===== config.mk =====
export PLATFORM = sky130hd
export DESIGN_NAME = rom_load_ctrl
export DESIGN_NICKNAME = d
export VERILOG_FILES = /design/src/rtl/rom_load_pkg.sv /design/src/rtl/rom_region_decode.sv /design/src/rtl/rom_load_ctrl.sv
export SDC_FILE = /design/constraint.sdc
export NUM_CORES = 1
export LEC_CHECK = 0
export CAP_MARGIN = 20
export CORE_UTILIZATION = 50
export CTS_BUF_LIST = sky130_fd_sc_hd__clkbuf_16
export CTS_CLUSTER_DIAMETER = 60
export DETAILED_ROUTE_END_ITERATION = 8
export DONT_BUFFER_PORTS = 1
export HOLD_SLACK_MARGIN = 0.02
export PLACE_DENSITY_LB_ADDON = 0.2
export SETUP_SLACK_MARGIN = 0.1
export SKIP_LAST_GASP = 1
export SYNTH_ARGS = -nofsm -noshare
export SYNTH_HDL_FRONTEND = slang
export SYNTH_HIERARCHICAL = 1
export SYNTH_SLANG_ARGS = --single-unit

===== constraint.sdc =====
create_clock -name clk_25 -period 3 [get_ports clk_25]
set_clock_uncertainty 0.15 [all_clocks]
set_input_delay 0.6 -clock clk_25 [delete_from_list [all_inputs] [get_ports clk_25]]
set_output_delay 0.6 -clock clk_25 [all_outputs]
set_load 0.05 [all_outputs]

===== src/rtl/rom_load_pkg.sv =====
// Shared types and ROM geometry for the Lunar Lander ROM download path.
package rom_load_pkg;

   localparam int unsigned LLANDER_PROG_SIZE = 8192;
   localparam int unsigned LLANDER_VEC_SIZE  = 2048;

   typedef enum logic [2:0] {
      IDLE   = 3'd0,
      LOAD   = 3'd1,
      SETTLE = 3'd2,
      RUN    = 3'd3,
      ERROR  = 3'd4
   } state_t;

endpackage


===== src/rtl/rom_region_decode.sv =====
// Splits a download byte address into program/vector ROM hits and a region-local address.
module rom_region_decode #(
   parameter int unsigned PROG_SIZE = 8192,
   parameter int unsigned VEC_SIZE  = 2048
) (
   input  logic [15:0] addr,
   output logic        prog_hit,
   output logic        vec_hit,
   output logic [12:0] local_addr
);

   always_comb begin
      prog_hit   = ({16'd0, addr} < PROG_SIZE);
      vec_hit    = !prog_hit && ({16'd0, addr} < (PROG_SIZE + VEC_SIZE));
      local_addr = prog_hit ? 13'(addr) : 13'(addr - 16'(PROG_SIZE));
   end

endmodule


===== src/rtl/rom_load_ctrl.sv =====
// Routes download bytes into the program/vector ROMs and holds the core in reset until a
// complete image is present. Defining ROM_CHECKSUM_EN adds an 8-bit image sum to the exit check.
//
// state  | meaning
// IDLE   | no image yet, waiting for the first download
// LOAD   | download active, bytes written, counted (and summed)
// SETTLE | good image, core held in reset for SETTLE_CYCLES
// RUN    | core released, image valid
// ERROR  | short or corrupt image, core held in reset
module rom_load_ctrl
   import rom_load_pkg::*;
#(
   parameter int unsigned PROG_SIZE     = LLANDER_PROG_SIZE,
   parameter int unsigned VEC_SIZE      = LLANDER_VEC_SIZE,
`ifdef ROM_CHECKSUM_EN
   parameter logic [7:0]  EXPECTED_SUM  = 8'h00,
`endif
   parameter int unsigned SETTLE_CYCLES = 16
) (
   input  logic        clk_25,
   input  logic        RESET_L,
   input  logic        dn_download,
   input  logic        dn_wr,
   input  logic [15:0] dn_addr,
   input  logic [7:0]  dn_data,
   output logic        prog_we,
   output logic        vec_we,
   output logic [12:0] rom_addr,
   output logic [7:0]  rom_data,
   output logic        core_reset_l,
   output logic        load_err,
   output logic        loaded
);

   state_t      state, state_nxt;
   logic        dl_q;
   logic        dl_rise, dl_fall;
   logic        prog_hit, vec_hit;
   logic [12:0] local_addr;
   logic        accept;
   logic [15:0] count, count_nxt;
   logic [7:0]  settle_cnt;
   logic        len_ok, sum_ok;

   rom_region_decode #(
      .PROG_SIZE (PROG_SIZE),
      .VEC_SIZE  (VEC_SIZE)
   ) u_decode (
      .addr       (dn_addr),
      .prog_hit   (prog_hit),
      .vec_hit    (vec_hit),
      .local_addr (local_addr)
   );

   assign dl_rise = dn_download & ~dl_q;
   assign dl_fall = ~dn_download & dl_q;
   assign accept  = (state == LOAD) && dn_wr && (prog_hit || vec_hit);

   // A byte arriving with the download fall must count toward the exit decision.
   always_comb begin
      count_nxt = count;
      if (accept && (count != 16'hFFFF)) count_nxt = count + 16'd1;
   end

   assign len_ok = ({16'd0, count_nxt} >= (PROG_SIZE + VEC_SIZE));

`ifdef ROM_CHECKSUM_EN
   logic [7:0] sum, sum_nxt;

   always_comb begin
      sum_nxt = sum;
      if (accept) sum_nxt = sum + dn_data;
   end

   assign sum_ok = (sum_nxt == EXPECTED_SUM);

   always_ff @(posedge clk_25 or negedge RESET_L) begin
      if (!RESET_L) begin
         sum <= 8'd0;
      end else if (state_nxt == LOAD && state != LOAD) begin
         sum <= 8'd0;
      end else begin
         sum <= sum_nxt;
      end
   end
`else
   assign sum_ok = 1'b1;
`endif

   always_comb begin
      state_nxt = state;
      case (state)
         IDLE:    if (dl_rise) state_nxt = LOAD;
         LOAD:    if (dl_fall) state_nxt = (len_ok && sum_ok) ? SETTLE : ERROR;
         SETTLE: begin
            if (dl_rise)              state_nxt = LOAD;
            else if (settle_cnt == 0) state_nxt = RUN;
         end
         RUN:     if (dl_rise) state_nxt = LOAD;
         ERROR:   if (dl_rise) state_nxt = LOAD;
         default: state_nxt = IDLE;
      endcase
   end

   always_ff @(posedge clk_25 or negedge RESET_L) begin
      if (!RESET_L) begin
         state        <= IDLE;
         dl_q         <= 1'b0;
         count        <= 16'd0;
         settle_cnt   <= 8'd0;
         prog_we      <= 1'b0;
         vec_we       <= 1'b0;
         rom_addr     <= 13'd0;
         rom_data     <= 8'd0;
         core_reset_l <= 1'b0;
         load_err     <= 1'b0;
         loaded       <= 1'b0;
      end else begin
         state   <= state_nxt;
         dl_q    <= dn_download;
         prog_we <= accept && prog_hit;
         vec_we  <= accept && vec_hit;
         if (accept) begin
            rom_addr <= local_addr;
            rom_data <= dn_data;
         end

         if (state_nxt == LOAD && state != LOAD) count <= 16'd0;
         else                                    count <= count_nxt;

         // Down-counter: loaded with N-1 so SETTLE lasts exactly SETTLE_CYCLES cycles.
         if (state_nxt == SETTLE && state != SETTLE)
            settle_cnt <= 8'(SETTLE_CYCLES - 1);
         else if (state == SETTLE && settle_cnt != 8'd0)
            settle_cnt <= settle_cnt - 8'd1;

         core_reset_l <= (state_nxt == RUN);
         loaded       <= (state_nxt == RUN);
         load_err     <= (state_nxt == ERROR);
      end
   end

endmodule


Word level (Yosys, flattened, before mapping). Cells that the tools add are included.

Flip-flop bits (word level): 53. Latch bits: 0. Memory bits (writable): 0. Bits in read-only memories: 0. Bits of input ports: 28. Output and inout bits: 26. Word-level logic and storage cells: 58. Memories kept: 0.

$add $sub $neg: 3. Multiply operators: 0. Divide/modulo/power cells: 0. $lt $le $gt $ge: 3. Eq/ne operators: 11. Shift-type cells: 0. Muxes and demuxes: 11. Bitwise logic cells: 4. Reductions and logical operators: 16.

Operator list (number): $lt A16 B14 Y1 const B (2); $mux W16 (2); $add A16 B1 Y16 const B (1); $ge A16 B14 Y1 const B (1); $mux W8 (2); $ne A16 B16 Y1 const B (1); $mux W3 (5); $mux W13 (1); $sub A13 B1 Y13 const B (1); $eq A3 B2 Y1 const B (4); $logic_and A1 B1 Y1 (9); $pmux W3 S3 (1); $logic_not A8 Y1 (1); $reduce_bool A8 Y1 (1); $sub A8 B1 Y8 const B (1); $eq A3 B1 Y1 const B (2); $eq A3 B3 Y1 const B (2); $logic_not A3 Y1 (1); $ne A3 B1 Y1 const B (1); $ne A3 B2 Y1 const B (1); $reduce_or A3 Y1 (1); $and A1 B1 Y1 (2); $not A1 Y1 (2); $reduce_bool A2 Y1 (1); other kinds (2) (2).

Depth between registers and ports, before layout. Gate-level depths: netlist (run 1).

Word-level depth: 14. Gate-level depth with buffers: 8. Mapped depth without buffers: 7.

Hierarchy. The synthesis (run 1) kept the hierarchy.

Modules (own cells, without submodules): rom_load_ctrl (instances 1, cells an instance 228, area an instance 2638.8 µm², sequential area each 1326.3 µm²); rom_region_decode (instances 1, cells an instance 16, area an instance 121.4 µm², sequential area each 0.0 µm²).

Least setup slack after synthesis (run 1). Ideal clock, no wire load.

Path type: input port to flip-flop. From: input dn_addr[11]. To: register settle_cnt[0]. Library setup time: 137 ps. Arrival time: 1955 ps. Data required time: 2713 ps. Slack: 758 ps. Cell stages on the path: 8. Path buffers: 1. Cell sequence: nand2b_1 -> nor4_2 -> or2_2 -> and4_1 -> buf_4 -> a31oi_1 -> a211o_1 -> o211ai_1.

Longest elaborated chain between the ends: 14. Elaborated cells between the ends (all ways): 16. Those cells by class: order compare: 3; eq/ne: 1; mux: 5; reduce/logical: 7.

Ends and longest elaborated chain: start: declaration (line rom_load_ctrl.sv:24) `input logic [15:0] dn_addr,`; $lt A16 B14 Y1 (line rom_region_decode.sv:13) `prog_hit = ({16'd0, addr} < PROG_SIZE);`; $logic_not A1 Y1 (line rom_region_decode.sv:14) `vec_hit = !prog_hit && ({16'd0, addr} < (PROG_SIZE + VEC_SIZE));`; $logic_and A1 B1 Y1 (*) (line rom_region_decode.sv:14); via vec_hit (line rom_load_ctrl.sv:38) `logic prog_hit, vec_hit;`; $logic_or A1 B1 Y1 (*) (line rom_load_ctrl.sv:57) `assign accept = (state == LOAD) && dn_wr && (prog_hit || vec_hit);`; $logic_and A1 B1 Y1 (*) (line rom_load_ctrl.sv:57); $logic_and A1 B1 Y1 (*) (line rom_load_ctrl.sv:62) `if (accept && (count != 16'hFFFF)) count_nxt = count + 16'd1;`; $mux W16 (*) (line rom_load_ctrl.sv:62); $ge A16 B14 Y1 (*) (line rom_load_ctrl.sv:65) `assign len_ok = ({16'd0, count_nxt} >= (PROG_SIZE + VEC_SIZE));`; $mux W3 (*) (2 in a row) (line rom_load_ctrl.sv:94) `LOAD: if (dl_fall) state_nxt = (len_ok && sum_ok) ? SETTLE : ERROR;`; $pmux W3 S3 (*) (line rom_load_ctrl.sv:92) `case (state)`; $eq A3 B2 Y1 (*) (line rom_load_ctrl.sv:132) `if (state_nxt == SETTLE && state != SETTLE)`; $logic_and A1 B1 Y1 (*) (line rom_load_ctrl.sv:132); $mux W8 or $reduce_bool A2 Y1 (tied branches); end signal: assignment (line rom_load_ctrl.sv:133) `settle_cnt <= 8'(SETTLE_CYCLES - 1);`; end signal: assignment (line rom_load_ctrl.sv:135) `settle_cnt <= settle_cnt - 8'd1;`; end: declaration (line rom_load_ctrl.sv:42) `logic [7:0] settle_cnt;`.

The timed path passes the listed nets; every way through them passes the cells marked *. A chain may end at the register's enable or synchronous reset.

Worst setup path after layout (run 1).
From: register count[0]. To: register count[7].

Longest elaborated chain between the ends: 10. Elaborated cells between the ends (all ways): 11. Those cells by class: add/sub: 1; order compare: 1; eq/ne: 2; mux: 5; reduce/logical: 2.

Ends and longest elaborated chain: start: declaration (line rom_load_ctrl.sv:41) `logic [15:0] count, count_nxt;`; start signal: assignment (line rom_load_ctrl.sv:129) `else count <= count_nxt;`; branches (longest 2 deep; another with $add A16 B1 Y16); $mux W16 (*) (line rom_load_ctrl.sv:62); $ge A16 B14 Y1 (line rom_load_ctrl.sv:65); $mux W3 (2 in a row) (line rom_load_ctrl.sv:94); $pmux W3 S3 (line rom_load_ctrl.sv:92); $eq A3 B1 Y1 (line rom_load_ctrl.sv:128) `if (state_nxt == LOAD && state != LOAD) count <= 16'd0;`; $logic_and A1 B1 Y1 (line rom_load_ctrl.sv:128); $mux W16 (*) (line rom_load_ctrl.sv:128).

Mark *: on every way between the ends.

==> results by group, run 1 <==
Status
  – Status: finished, final reports clean

Global routing
  – Global Route Usage Sum: 0.1797
  – Remaining global-route overflow: 0
  – Largest net degree at the start of global routing: 54
  – Initial antenna violation count: 0
  – Global-route wire length before repair: slightly above 8000 µm
  – Vias in the first global route: 1781

Placement
  – I/O Buffers: 0
  – Place WS: 0.5956 ns
  – Detail Placement HPWL: 3300 µm
  – Placed instance count: 296
  – Gp weighted congestion: approximately 0.84

Layout
  – Final net count: roughly 260
  – Area Growth Syn to Fin: 5.712%
  – Core Util, Final: 0.5606
  – Fraction of layout cells with a size suffix above 1: 0.2179
  – # fillers: 428
  – Finished Layout Cells: 304
  – Ant diodes: 0

Drt
  – Initial drt markers: about 110
  – DRC: 0
  – Via density: 5.793
  – Vias: 1761
  – Drt pass-1 iters: 4
  – WL final: around 4700 µm
  – DR WL/cell: between 15 and 20 µm
  – Post-route ant nets: 0

CTS
  – Clock buffer depth: 2
  – CTS Buf Count: 5
  – CTS H-Tree Depth: 2
  – Clk sinks: 53
  – CTS clk-pin slew, worst paths: 0.07 ns
  – Post-CTS Repair Setup Buffers: 0
  – CTS tree: done
  – Clock root cell: clkbuf_16
  – Skew-Pair Late Insertion Delay: 0.29 ns

Synthesis
  – Post-synth ARST share: 1.000
  – Main synth FF type: dfrtp_1
  – EDFF count, synth: 0
  – Synth top area share: 0.4805
  – Mapped Nets: 274
  – Synth cell count leaders: 53 x dfrtp_1, 26 x nor2_1, 21 x mux2_2
  – Largest cells by area after synthesis: dfrtp_1 48%, mux2_2 8.6%, buf_4 4.1%
  – Library cells used by synthesis: 52
  – FF+latch count, synth: 53
  – Post-Syn Area: 2760 µm²
  – Seq/Total Area, Yosys: 0.4805
  – Top-count cell post-synth: dfrtp_1
  – Avg Cell Area, Syn: 11.31 µm²
  – Synth warn: 6
  – Post-synth top area cell: dfrtp_1
  – Mapped Cells: 244

Floorplan
  – Die Y: ~76 µm
  – Die Wd: 76.30 µm
  – FP Rows: 26
  – Initial Util: 0.5303
  – # IOs: 54
  – Core Footprint: roughly 5200 µm²
  – Die area: 5822 µm²

Worst setup path
  – Startpoint types: register
  – Required @ worst endpoint: 3.02 ns
  – WS Path Type: register to register
  – CP max FO: 10
  – CP arrival: 2.31 ns
  – Critical path capture point type: register

Pwr
  – PwrDens: between 800 and 900 nW/µm²
  – Peak supply drop: between 0.0007 and 0.0008 V
  – Leak pwr: 1.182 nW

STA
  – Final hold vios: 0
  – Setup TNS: 0 ns
  – Fmax: 437.9 MHz
  – Worst-Margin Slew: approximately 0.86 ns
  – Unrepaired setup endpoints after global routing: no
  – Final worst slack: 0.7166 ns
  – Slew HR: 0.4267
  – Final setup violation count: 0
  – Min cycle time layout: 2.283 ns
  – Final worst-path cycle share: 0.7611
  – Pins Over Slew Limit: 0

Hold path
  – Hold crit path type: input port to asynchronous set/reset pin

Job
  – Max Cap Viol: 0
==> worst max-delay path, cell delays in order (launching register included) <==
cell and delay [ns]:
dfrtp_1 0.39, ha_1 0.23, nand2_2 0.15, nor4_4 0.64, a211oi_2 0.18, nand2_1 0.11, mux2_1 0.32
==> cell usage in the layout, fill, tap and decap left out, drive strengths merged, types with 2 or more instances in the layout <==
| cell | netlist | final |
|---|---|---|
| or2 | 2 | 2 |
| mux2 | 22 | 22 |
| mux2i | 2 | 2 |
| nand2b | 3 | 3 |
| a2111oi | 3 | 3 |
| o211ai | 6 | 6 |
| nor3 | 7 | 7 |
| ha | 2 | 2 |
| a21oi | 4 | 4 |
| nand3 | 10 | 10 |
| a211oi | 9 | 9 |
| dfrtp | 53 | 53 |
| o21ai | 3 | 3 |
| nor4 | 5 | 5 |
| nor2b | 5 | 5 |
| and3 | 2 | 2 |
| inv | 5 | 6 |
| xnor2 | 10 | 10 |
| and2 | 4 | 4 |
| nand4 | 4 | 4 |
| o21a | 3 | 3 |
| nand2 | 12 | 12 |
| clkbuf | 1 | 5 |
| nor2 | 26 | 26 |
| xor2 | 7 | 7 |
| a31oi | 2 | 2 |
| buf | 19 | 3 |
| o31ai | 2 | 2 |
| and4 | 2 | 2 |
==> metrics by stage <==
step	hold WS [ns]	cell area (µm²)	total power, mW
3_5_place_dp	0.1554	2726	1.861
4_1_cts	0.02108	2918	2.524
5_1_grt	0.03069	2918	2.604
3_3_place_gp	0.1554	2726	1.846
6_report	0.02054	2918	2.494
2_1_floorplan	0.1544	2760	1.803
==> registers in the layout, summed over array words and instances, names as in the netlist <==
signal	cells
load_err	1
prog_we	1
state	3
loaded	1
rom_data	8
dl_q	1
count	16
vec_we	1
rom_addr	13
settle_cnt	8
==> timing repair <==
action	4_1_cts	5_1_grt
endpoints found under the hold margin	53	0
resized for setup	0	0
hold buffers	1	0
==> worst paths after layout <==
kind                                         start                   to  slack [ns]  cells past startpoint
worst max register to register  count[0]$_DFF_PN0_   count[7]$_DFF_PN0_        0.72                      6
min in group clk_25                    dn_download       dl_q$_DFF_PN0_        0.19                      0
worst min register to register  count[4]$_DFF_PN0_   count[4]$_DFF_PN0_        0.39                      1
max in group asynchronous                  RESET_L  count[12]$_DFF_PN0_        2.47                      1
worst max-delay path            count[0]$_DFF_PN0_   count[7]$_DFF_PN0_        0.72                      6
worst min-delay path                       RESET_L  count[11]$_DFF_PN0_        0.02                      1
==> power by group <==
part / internal, mW / total (mW) / switching, mW
Sequential: 0.896 / 1.56 / 0.665
Clock: 0.392 / 0.642 / 0.250
Combinational: 0.171 / 0.291 / 0.120
Total: 1.46 / 2.49 / 1.04
==> cell type report <==
cell class                 count  area (µm²)  share of cell area
tap                           70       87.58             0.03002
inverter                       5       18.77            0.006432
clock buffer                   5       125.1             0.04288
sequential                    53        1326              0.4545
timing repair buffer           3       42.54             0.01458
multi-input combinational    166        1279              0.4383
clock inverter                 2       38.79             0.01329
==> routing by layer <==
layer | wire length, µm | track usage
met5 | 0 | 0
met4 | 65 | 0.06923
met3 | 191 | 0.04072
met2 | 2265 | 0.2919
met1 | 2157 | 0.2334
==> cell families after synthesis <==
group | Yosys count | share of synthesized area
AOI/OAI and AO/OA | 38 | 0.1197
xor gates and xnor gates | 17 | 0.05394
adders and majority gates | 2 | 0.009065
buffers and inverters | 25 | 0.05621
DFF | 53 | 0.4805
muxes | 24 | 0.09701
and+or+nand+nor | 85 | 0.1836
(Power assumes the default switching activity.)
==> inputs of run 2 (changes only) <==
- clock period: 3 -> 1.9 ns (I/O delays scaled with it)
==> run 2 against run 1 <==
  * The flow now finishes with violations (hold timing, setup timing)
  * Register-to-register slack worse by 0.78 ns
  * First-iteration DRC count is 64% lower
  * Total power rose by 64%
  * Setup slack lost 0.78 ns
  * Critical path depth increased by 2
  * Non-clock buffer count increased by 64
  * Global-route usage grew 3.6 points
  * Wire length grew 28%
  * Final cell count rose by 21%
  * Critical path type unchanged
  * Largest power group unchanged
==> results by group, run 2 (synthesis gave the netlist of run 1 again) <==
Status
  – Failing checks: hold timing, setup timing
  – Status: finished, violations left (was finished, final reports clean)

Drt
  – DR WL/cell: 16.32 µm (was 15.39 µm)
  – Via density: 5.481 (was 5.793)
  – DRC: 0 (unchanged)
  – Initial drt markers: 40 (was 111)
  – Drt pass-1 iters: 4 (unchanged)
  – Vias: 2017 (was 1761)
  – WL final: 6005 µm (was 4680 µm)
  – Post-route ant nets: 0 (unchanged)

Worst setup path
  – Critical-path cell list: and4bb_4, and4_4, buf_6, buf_4, buf_6, nand2_4, o21a_1, a211oi_2 (was ha_1, nand2_2, nor4_4, a211oi_2, nand2_1, mux2_1)
  – Reg2Reg Setup Slack: -0.07 ns (was 0.72 ns)
  – CP max FO: 4 (was 10)
  – Startpoint types: register (unchanged)
  – Required @ worst endpoint: 1.96 ns (was 3.02 ns)
  – WS Path Type: register to register (unchanged)
  – Critical path capture point type: register (unchanged)
  – CP max stage delay: 0.38 ns (was 0.64 ns)
  – CP arrival: 2.03 ns (was 2.31 ns)
  – Crit-path most repeated cell: buf_6
  – CP max stage cell: dfrtp_1 (was nor4_4)

Pwr
  – Leak pwr: 1.577 nW (was 1.182 nW)
  – Combinational power share: 0.148 (was 0.117)
  – PwrDens: 1092 nW/µm² (was 854.8 nW/µm²)
  – Total Power: 4.083 mW (was 2.494 mW)
  – Peak supply drop: 0.001228 V (was 0.0007926 V)
  – Clock share of power: 0.250 (was 0.257)
  – Share of total power in sequential cells: 0.602 (was 0.626)
  – Int Pwr: 2.394 mW (was 1.459 mW)
  – Switching pwr: 1.689 mW (was 1.035 mW)
  – Sw frac: 0.4137 (was 0.4151)

Placement
  – Detail Placement HPWL: 4040 µm (was 3300 µm)
  – I/O Buffers: 0 (unchanged)
  – Area after DPL: 3206 µm² (was 2726 µm²)
  – Placed instance count: 346 (was 296)
  – Gp weighted congestion: 0.8471 (was 0.8396)
  – Place WS: -0.1829 ns (was 0.5956 ns)

Layout
  – Post-route cell area: 3740 µm² (was 2918 µm²)
  – Largest regs: count x16, rom_addr x13 (unchanged)
  – Multi-input gate area: 1592 µm² (was 1279 µm²)
  – Max reg flops: 16 (unchanged)
  – Most frequent cells in the layout: 56 x buf_4, 53 x dfrtp_1, 25 x nor2_1, 21 x mux2_2 (was 53 x dfrtp_1, 26 x nor2_1, 21 x mux2_2, 10 x xnor2_1)
  – Commonest non-fill, non-tap cell in the layout: buf_4 (was dfrtp_1)
  – Fraction of layout cells with a size suffix above 1: 0.4765 (was 0.2179)
  – Sequential cell area: 1326 µm² (unchanged)
  – Ant diodes: 0 (unchanged)
  – Final net count: 328 (was 264)
  – Finished Layout Cells: 368 (was 304)
  – Area Growth Syn to Fin: 35.49% (was 5.712%)
  – # fillers: 354 (was 428)
  – Biggest register: count (unchanged)

STA
  – Min cycle time layout: 1.968 ns (was 2.283 ns)
  – Pins Over Slew Limit: 0 (unchanged)
  – Final setup violation count: 16 (was 0)
  – Final worst slack: -0.06830 ns (was 0.7166 ns)
  – Final hold vios: 53 (was 0)
  – Unrepaired setup endpoints after global routing: yes (was no)
  – Final worst-path cycle share: 1.036 (was 0.7611)
  – Slew HR: 0.6721 (was 0.4267)
  – Worst-Margin Slew: 0.4918 ns (was 0.8605 ns)
  – Worst hold margin: -0.3754 ns (was 0.02054 ns)
  – Fmax: 508.1 MHz (was 437.9 MHz)

CTS
  – Clock root cell: clkbuf_16 (unchanged)
  – Clk sinks: 53 (unchanged)
  – CTS clk-pin slew, worst paths: 0.07 ns (about the same)
  – Clock buffer depth: 2 (unchanged)
  – CTS H-Tree Depth: 2 (unchanged)
  – CTS tree: done (unchanged)
  – Post-cts hold buffer count: 1 (unchanged)
  – Skew-Pair Late Insertion Delay: 0.29 ns (about the same)
  – CTS Buf Count: 5 (unchanged)

Global routing
  – Global-route wire length before repair: 9880 µm (was 8266 µm)
  – Global Route Usage Sum: 0.2158 (was 0.1797)
  – Largest net degree at the start of global routing: 54 (unchanged)
  – Vias in the first global route: 2061 (was 1781)
  – Remaining global-route overflow: 0 (unchanged)
  – Initial antenna violation count: 0 (unchanged)

Floorplan
  – Die Wd: 76.30 µm (unchanged)
  – # IOs: 54 (unchanged)
  – FP Rows: 26 (unchanged)
  – Die Y: 76.30 µm (unchanged)
  – Core Footprint: 5205 µm² (unchanged)
  – Die area: 5822 µm² (unchanged)
  – Initial Util: 0.5303 (unchanged)

Job
  – Max Cap Viol: 0 (unchanged)

Hold path
  – Hold crit path type: input port to asynchronous set/reset pin (unchanged)
run 2: worst max-delay path, delay by kind of cell (launching register included):
family | cells | cell delay (ns)
AO/OA/AOI/OAI | 2 | 0.33
buffers and inverters | 3 | 0.31
flip-flops | 1 | 0.38
AND/OR/NAND/NOR | 3 | 0.70
run 2: power groups by stage:
stage / Combinational, mW / Clock [mW] / Sequential [mW]
floorplan: 0.431 / 0 / 2.44
global placement: 0.548 / 0 / 2.47
detailed placement: 0.573 / 0 / 2.49
CTS: 0.604 / 1.04 / 2.46
global route: 0.668 / 1.07 / 2.49
finish: 0.604 / 1.02 / 2.46
run 2: area by class of cell:
cell class                      count  share of cell area
Inverter                            5            0.005018
Sequential cell                    53              0.3546
Tap cell                           70             0.02342
Multi-Input combinational cell    166              0.4256
Clock inverter                      2             0.01037
Timing Repair Buffer               67              0.1475
Clock buffer                        5             0.03346
run 2: through the flow:
step                      setup TNS (ns)  utilization
final                            -0.7162       0.7185
after global routing              -1.916       0.7185
after CTS                        -0.4965       0.6858
after detailed placement          -2.030       0.6159
after global placement            -1.856       0.6159
after floorplan                  -0.2830            -
run 2: per-layer routing:
layer	wire length [µm]	vias to the layer above	global-route usage
met5	0	-	0
met4	106	0	0.06923
met2	3057	35	0.3739
met1	2645	999	0.2688
li1	-	975	-
met3	195	8	0.04431
run 2: final timing paths:
path | startpoint | endpoint | depth (start not counted)
max | state[1]$_DFF_PN0_ | count[15]$_DFF_PN0_ | 8
min | RESET_L | rom_addr[3]$_DFFE_PN0N_ | 0
max reg2reg | state[1]$_DFF_PN0_ | count[15]$_DFF_PN0_ | 8
min reg2reg | count[11]$_DFF_PN0_ | count[11]$_DFF_PN0_ | 1
max in group asynchronous | RESET_L | count[15]$_DFF_PN0_ | 0
min in group clk_25 | dn_addr[7] | rom_addr[7]$_DFFE_PN0N_ | 1
run 2: repair_timing:
action | CTS | global route
setup endpoints to repair | 29 | 27
pin swaps | 27 | 21
gates resized for setup | 25 | 23
setup buffers | 7 | 9
endpoints found under the hold margin | 54 | 53
